[config.mk]
export PLATFORM = sky130hd
export DESIGN_NAME = fenotipo_carregavel
export DESIGN_NICKNAME = d
export VERILOG_FILES = /design/src/rtl/fenotipo_pkg.sv /design/src/rtl/fenotipo_desserializador.sv /design/src/rtl/fenotipo_carregavel.sv
export SDC_FILE = /design/constraint.sdc
export NUM_CORES = 1
export LEC_CHECK = 0
export BUFFER_PORTS_ARGS = -buffer_cell sky130_fd_sc_hd__buf_2
export CORE_MARGIN = 2
export CORE_UTILIZATION = 30
export CTS_CLUSTER_DIAMETER = 100
export DETAILED_ROUTE_END_ITERATION = 7
export SYNTH_ARGS = -nofsm -noshare
export SYNTH_HDL_FRONTEND = slang
export SYNTH_SLANG_ARGS = --single-unit
[constraint.sdc]
create_clock -name clk -period 41.8 [get_ports clk]
set_input_delay 4.18 -clock clk [delete_from_list [all_inputs] [get_ports clk]]
set_output_delay 4.18 -clock clk [all_outputs]
set_load 0.05 [all_outputs]
[src/rtl/fenotipo_pkg.sv]
// Shared types and geometry helpers for the phenotype loader.
package fenotipo_pkg;

    typedef enum logic [1:0] {
        IDLE        = 2'd0,
        LOAD        = 2'd1,
        WAIT_COMMIT = 2'd2
    } state_t;

    localparam logic [1:0] ERR_NONE  = 2'd0;
    localparam logic [1:0] ERR_SHORT = 2'd1;
    localparam logic [1:0] ERR_LONG  = 2'd2;

    function automatic int chrom_w(input int num_les, input int le_conf_w,
                                   input int num_outs, input int out_conf_w);
        return num_les * le_conf_w + num_outs * out_conf_w;
    endfunction

    function automatic int num_words(input int num_les, input int le_conf_w,
                                     input int num_outs, input int out_conf_w,
                                     input int word_w);
        return (chrom_w(num_les, le_conf_w, num_outs, out_conf_w) + word_w - 1) / word_w;
    endfunction

endpackage

[src/rtl/fenotipo_desserializador.sv]
// Word counter and shadow register for an incoming chromosome, plus the
// length checks evaluated against the word currently on the input.
module fenotipo_desserializador #(
    parameter int CHROM_W   = 335,
    parameter int WORD_W    = 8,
    parameter int NUM_WORDS = 42
) (
    input  logic               clk,
    input  logic               rst,
    input  logic               clear,
    input  logic               accept,
    input  logic [WORD_W-1:0]  in_data,
    input  logic               in_last,
    output logic [CHROM_W-1:0] shadow,
    output logic               last_ok,
    output logic               short_err,
    output logic               long_err
);

    localparam int CNT_W = (NUM_WORDS > 1) ? $clog2(NUM_WORDS) : 1;
    localparam logic [CNT_W-1:0] LAST_IDX = CNT_W'(NUM_WORDS - 1);

    logic [CNT_W-1:0]   count_reg;
    logic [CHROM_W-1:0] shadow_reg;
    logic               at_end;

    always_ff @(posedge clk or posedge rst) begin
        if (rst) begin
            count_reg <= '0;
        end else if (clear) begin
            count_reg <= '0;
        end else if (accept) begin
            count_reg <= count_reg + 1'b1;
        end
    end

    // The final word may straddle the end of the chromosome; its excess bits are never stored.
    for (genvar gi = 0; gi < NUM_WORDS; gi++) begin : g_word
        localparam int LO   = gi * WORD_W;
        localparam int BITS = (CHROM_W - LO < WORD_W) ? (CHROM_W - LO) : WORD_W;

        always_ff @(posedge clk or posedge rst) begin
            if (rst) begin
                shadow_reg[LO +: BITS] <= '0;
            end else if (clear) begin
                shadow_reg[LO +: BITS] <= '0;
            end else if (accept && count_reg == CNT_W'(gi)) begin
                shadow_reg[LO +: BITS] <= in_data[BITS-1:0];
            end
        end
    end

    assign at_end    = (count_reg == LAST_IDX);
    assign last_ok   = in_last & at_end;
    assign short_err = in_last & ~at_end;
    assign long_err  = ~in_last & at_end;
    assign shadow    = shadow_reg;

endmodule

[src/rtl/fenotipo_carregavel.sv]
// Phenotype loader: streams a chromosome into a shadow copy and commits it
// atomically to the active configuration when the evaluator allows.
module fenotipo_carregavel
    import fenotipo_pkg::*;
#(
    parameter int NUM_LES    = 25,
    parameter int LE_CONF_W  = 13,
    parameter int NUM_OUTS   = 2,
    parameter int OUT_CONF_W = 5,
    parameter int WORD_W     = 8
) (
    input  logic                                 clk,
    input  logic                                 rst,
    input  logic                                 start,
    input  logic                                 in_valid,
    output logic                                 in_ready,
    input  logic [WORD_W-1:0]                    in_data,
    input  logic                                 in_last,
    input  logic                                 commit_allow,
    output logic [NUM_LES-1:0][LE_CONF_W-1:0]    conf_les,
    output logic [NUM_OUTS-1:0][OUT_CONF_W-1:0]  conf_outs,
    output logic                                 conf_valid,
    output logic                                 done,
    output logic [1:0]                           err_code
);

    localparam int CHROM_W   = chrom_w(NUM_LES, LE_CONF_W, NUM_OUTS, OUT_CONF_W);
    localparam int NUM_WORDS = num_words(NUM_LES, LE_CONF_W, NUM_OUTS, OUT_CONF_W, WORD_W);
    localparam int OUT_BASE  = NUM_LES * LE_CONF_W;

    state_t             state_reg;
    logic               in_ready_reg;
    logic               conf_valid_reg;
    logic               done_reg;
    logic [1:0]         err_reg;
    logic [CHROM_W-1:0] active_reg;

    logic               word_accept;
    logic               shadow_clear;
    logic [CHROM_W-1:0] shadow;
    logic               last_ok;
    logic               short_err;
    logic               long_err;

    assign word_accept  = in_valid & in_ready_reg;
    assign shadow_clear = start | (word_accept & (short_err | long_err));

    fenotipo_desserializador #(
        .CHROM_W   (CHROM_W),
        .WORD_W    (WORD_W),
        .NUM_WORDS (NUM_WORDS)
    ) u_desserializador (
        .clk       (clk),
        .rst       (rst),
        .clear     (shadow_clear),
        .accept    (word_accept),
        .in_data   (in_data),
        .in_last   (in_last),
        .shadow    (shadow),
        .last_ok   (last_ok),
        .short_err (short_err),
        .long_err  (long_err)
    );

    // start outranks any word accept or commit in the same cycle.
    always_ff @(posedge clk or posedge rst) begin
        if (rst) begin
            state_reg      <= IDLE;
            in_ready_reg   <= 1'b0;
            conf_valid_reg <= 1'b0;
            done_reg       <= 1'b0;
            err_reg        <= ERR_NONE;
            active_reg     <= '0;
        end else begin
            done_reg <= 1'b0;
            if (start) begin
                state_reg    <= LOAD;
                in_ready_reg <= 1'b1;
                err_reg      <= ERR_NONE;
            end else begin
                case (state_reg)
                    LOAD: begin
                        if (word_accept) begin
                            if (last_ok) begin
                                state_reg    <= WAIT_COMMIT;
                                in_ready_reg <= 1'b0;
                            end else if (short_err) begin
                                state_reg    <= IDLE;
                                in_ready_reg <= 1'b0;
                                err_reg      <= ERR_SHORT;
                            end else if (long_err) begin
                                state_reg    <= IDLE;
                                in_ready_reg <= 1'b0;
                                err_reg      <= ERR_LONG;
                            end
                        end
                    end
                    WAIT_COMMIT: begin
                        if (commit_allow) begin
                            active_reg     <= shadow;
                            conf_valid_reg <= 1'b1;
                            done_reg       <= 1'b1;
                            state_reg      <= IDLE;
                        end
                    end
                    default: begin
                        state_reg <= state_reg;
                    end
                endcase
            end
        end
    end

    for (genvar gi = 0; gi < NUM_LES; gi++) begin : g_le
        assign conf_les[gi] = active_reg[gi*LE_CONF_W +: LE_CONF_W];
    end

    for (genvar gi = 0; gi < NUM_OUTS; gi++) begin : g_out
        assign conf_outs[gi] = active_reg[OUT_BASE + gi*OUT_CONF_W +: OUT_CONF_W];
    end

    assign in_ready   = in_ready_reg;
    assign conf_valid = conf_valid_reg;
    assign done       = done_reg;
    assign err_code   = err_reg;

endmodule

# Word-level counts from Yosys, hierarchy flattened
# Cells that the tools add are included.
# Widths: inputs -> output; s select.
# totals
ff_bits,683
latchBits,0
ram_bits,0
rom_bits,0
n_memories,0
# classes
add_sub_neg,1
multipliers,0
div_mod_pow,0
order_cmp,0
eq_ne,47
n_shift,0
muxes,108
n_bitwise,10
n_reduce_logical,95
# op_table
operator,count
$mux 8,82
$eq 6x5->1 const B,16
$reduce_bool 2->1,45
$eq 6x6->1 const B,10
$eq 6x4->1 const B,8
$logic_and 1x1->1,42
$eq 6x3->1 const B,4
$mux 2,12
$mux 7,2
$eq 6x2->1 const B,2
$mux 6,2
$mux 1,9
$reduce_and 4->1,2
$add 6x1->6 const B,1
$eq 6x1->1 const B,1
$logic_not 6->1,1
$reduce_and 3->1,2
$reduce_bool 3->1,2
$and 1x1->1,5
$ne 5x5->1 const B,1
$pmux 2 s2,1
$reduce_bool 4->1,1
$ne 3x2->1 const B,1
$ne 3x3->1 const B,1
5 further kinds,8

# Depth between registers and ports, before layout
# logic_depth
word_depth,8
ltp_mapped,8
ltp_nobuf,6

# By module
# Synthesis repeated with hierarchy kept, for this count alone.
# unflattened
hier_cells,1944
hier_area_um2,29627.2
# by_module_without_submodules
mod,n_inst,cells_each,area_per_inst_um2,seq_area_each_um2
fenotipo_desserializador,1,1204,15200.8,8533.2
fenotipo_carregavel,1,740,14426.3,8558.2

# Worst setup path after synthesis
# No wires, ideal clock.
# synth_path
kind,input to register
startpoint,input port start
endpoint,register active_reg[100]
arrival_ps,5350
required_ps,41675
setup_slack_ps,36326
path_stages,4
n_path_buf,2
path_cell_list,nor4b_2 > clkbuf_1 > buf_2 > mux2_2
# synth_between
elab_chain_cells,2
# synth_lines
element,line,text
start: declaration,fenotipo_carregavel.sv:14,"input logic start,"
$not 1->1 (no line),n/a,
$reduce_and 3->1 (no line),n/a,
end signal: assignment,fenotipo_carregavel.sv:100,active_reg <= shadow;
end: declaration,fenotipo_carregavel.sv:36,logic [CHROM_W-1:0] active_reg;
# Every way passes these cells.
# A chain may end at the register's enable or synchronous reset.

==> results.md <==
- Post-Route WL: 73700 um
- Full die area: slightly above 0.09 mm^2
- Met2 WL: between 30000 and 40000 um
- CTS tree: yes
- CTS root buffer: clkbuf_16
- Synth Net Count: just over 2000
- Final worst path period need: 7020 ps
- CP startpoint kind: input port
- Synth Register Bits: slightly below 700
- Total Routing Usage GR: between 15 and 20%
- Period utilization: approximately 17%
- Reg2reg path depth: 9
- Vias in the first global route: between 15000 and 20000
- Synth Instances: 1997
- Setup-failing EPs final: 0
- Via count: approximately 17000
- Total grt overflow: 0
- Ys async rst share: 100%
- RSZ-0062 raised after global routing: false
- Wire length on met3: 3750 um
- Final hold violations: 0
- CTS buffer count: 79
- Max IR drop VDD: roughly 34 uV
- CORE AREA: between 0.08 and 0.09 mm^2
- DRC Markers: 0
- Worst skew pair latency: 630 ps
- Detail Route Antenna Nets: 0
- Post-synth EDFFs: 0
- Ports: ~350
- Max Slew Vio Count: 0
- Post-synthesis sequential area ratio: 63.2%
- Main synth FF type: dfrtp_1
- Uppermost layer routed: met5
- Post-Synth Simple-Gate Area: under 10%
- Std-Cell Rows: 110
- Static leakage: 16.4 nW
- Worst setup startpoint: rst
- Max Clk Rate: 143 MHz
- Resized Gates After CTS: 0
- Setup TNS: 0 ps
- Worst relative slew slack: between 4 and 5%
- R2r startpoint: u_desserializador.count_reg[1]
- Req. time, crit path: approximately 42000 ps
- Yosys cell types: 47
- Die X: a little over 300 um
- Sink Count: about 680
- Mapped cell area: about 0.027 mm^2
- Area grow syn2layout: 20.1%
- Compound-Gate Fraction of Synth Area: just under 2%
- Max H-tree Level: 3
- Critical path capture point: active_reg[120]
- Post-Route M1 WL: approximately 32000 um
- Layout Skew: ~14 ps
- Iter 0 DRT Violations: roughly 1100
- R2R Setup Slk: between 30000 and 40000 ps
- Multiplexer share of the synthesized area: roughly 24%
- Post-CTS Hold Buffers: 0
- Hold Crit Class: flip-flop to flip-flop
- Die height: between 300 and 400 um
- Post-synthesis xor/xnor area fraction: 0.162%
- 1st-pass router iterations: 5
- Via density: 4.68
- Clock buffer depth: 3
- Reg-to-reg endpoint: u_desserializador.shadow[76]
- Status: completed
- Layout cells sized above 1: 37.2%
- Initial antenna violation count: 4
- Max cap viols: 0
- Adder-Cell Fraction of Synth Area: 0.185%
- WL per Instance: between 20 and 25 um
- Setup bufs post-CTS: 0
- I/O Buffers: approximately 350
- Clock transition at path regs: about 50 ps
- HPWL after DPL: 44500 um
- Placer Congestion: roughly 0.74
- Pwr/cell area: between 40 and 50 mW/mm^2
- First-pass GRT wire length: approximately 110000 um
- Crit-path max FO: 137
- Nets@finish: 2329
- HP Start: conf_valid
- Worst-Margin Slew: approximately 1400 ps
- Largest family of logic cells by synthesized area: multiplexers
- Pwr Total: 1.41 mW
- Setup crit end kind: async pin
- Initial Utilization: 30.2%
- Pin count of the biggest net entering global routing: ~180
- Crit Path Category: input port to async pin
- Critical path arrival: 7630 ps
- Synthesis Warnings: 0
- Synthesized area per cell: about 14 um^2
[worst max-delay path, cell delays in order]
cell,delay (ps)
buf_2,130
inv_8,640
buf_4,840
buf_4,770
buf_4,850
[layer usage]
layer  global-route usage, %  vias up
li1                        -     7434
met1                    20.3     8669
met2                    26.2      392
met3                    3.30      120
met4                    6.11        6
met5                       0        -
[worst min-delay path by stage]
| stage | to | slack (ps) | cells past startpoint |
|---|---|---|---|
| final | conf_valid | 460 | 1 |
| after global routing | conf_valid | 480 | 1 |
| after CTS | conf_valid | 460 | 1 |
| after detailed placement | conf_valid | 450 | 1 |
| after global placement | conf_valid | 450 | 1 |
| after floorplan | u_desserializador.shadow[328] | 470 | 1 |
[kinds of logic (layout without fill, tap and decap cells)]
kind of cell	after synthesis	count (layout)
compound gates	89	89
other cells	0	2
buf+inv	151	525
mux	615	615
flops	683	683
xor+xnor	5	5
simple gates	450	450
fa+ha+maj	4	4
[cell usage in the layout (no fill, tap or decap), types with 2 or more instances in the layout]
master	Yosys	final
nand3b_1	5	5
o21ai_0	21	21
mux2_2	335	335
inv_6	0	4
buf_12	0	4
xnor2_1	4	4
o31ai_1	3	3
nand3_1	7	7
clkbuf_16	0	80
buf_2	48	352
nor2_2	16	17
and3_1	10	10
buf_4	33	21
clkbuf_8	0	20
clkbuf_1	50	11
inv_1	7	6
bufinv_16	0	5
ha_1	4	4
diode_2	0	2
nand2_1	84	84
nand4_1	2	2
inv_8	0	2
nand2b_1	4	4
nor2_1	293	292
and4b_1	3	3
dfrtp_1	683	683
clkinv_8	0	3
a21oi_1	52	52
clkinvlp_4	0	6
clkinv_2	0	10
mux2i_1	280	280
a22o_1	7	7
nand3_2	12	12
[through the flow]
stage / cell area, um^2 / hold WS (ps) / utilization, % / worst slack, ps / cells
after floorplan: 27000 / 467 / - / 18470 / 1997
after global placement: 29800 / 448 / 33.2 / 34110 / 3406
after detailed placement: 29800 / 451 / 33.2 / 33960 / 3406
after CTS: 32500 / 464 / 36.2 / 34660 / 3547
after global routing: 32500 / 481 / 36.2 / 34180 / 3548
final: 32500 / 461 / 36.2 / 34780 / 3549
[synth_stat cells (2+ instances only)]
library cell	n	area, um^2
nand2_1	84	315
nand3b_1	5	37.5
nand4_1	2	12.5
xnor2_1	4	35.0
inv_1	7	26.3
mux2_2	335	3770
buf_1	7	26.3
dfrtp_1	683	17100
nor2_2	16	100
ha_1	4	50.1
nand3_2	12	120
clkbuf_1	50	188
and3_1	10	62.6
o21ai_0	21	105
buf_2	48	240
nand3_1	7	35.0
o31ai_1	3	22.5
and4b_1	3	30.0
a21oi_1	52	260
buf_4	33	248
nor2_1	293	1100
clkbuf_2	5	25.0
mux2i_1	280	2800
nand2b_1	4	25.0
a22o_1	7	61.3
[final cells by class]
type	count	area, um^2
Clock buffer	111	2320
Inverter	7	33.8
Clock inverter	30	360
Tap cell	1176	1470
Fill cell	8596	57100
Antenna cell	2	5.00
Timing Repair Buffer	377	2000
Multi-Input combinational cell	1163	9190
Sequential cell	683	17100
[power breakdown]
group          total (mW)  internal [mW]  switching, mW
Sequential          0.663          0.662       0.000869
Clock               0.701          0.420          0.281
Combinational      0.0431        0.00513         0.0380
Total                1.41           1.09          0.320
No activity file was read; power rests on OpenSTA's default activity.
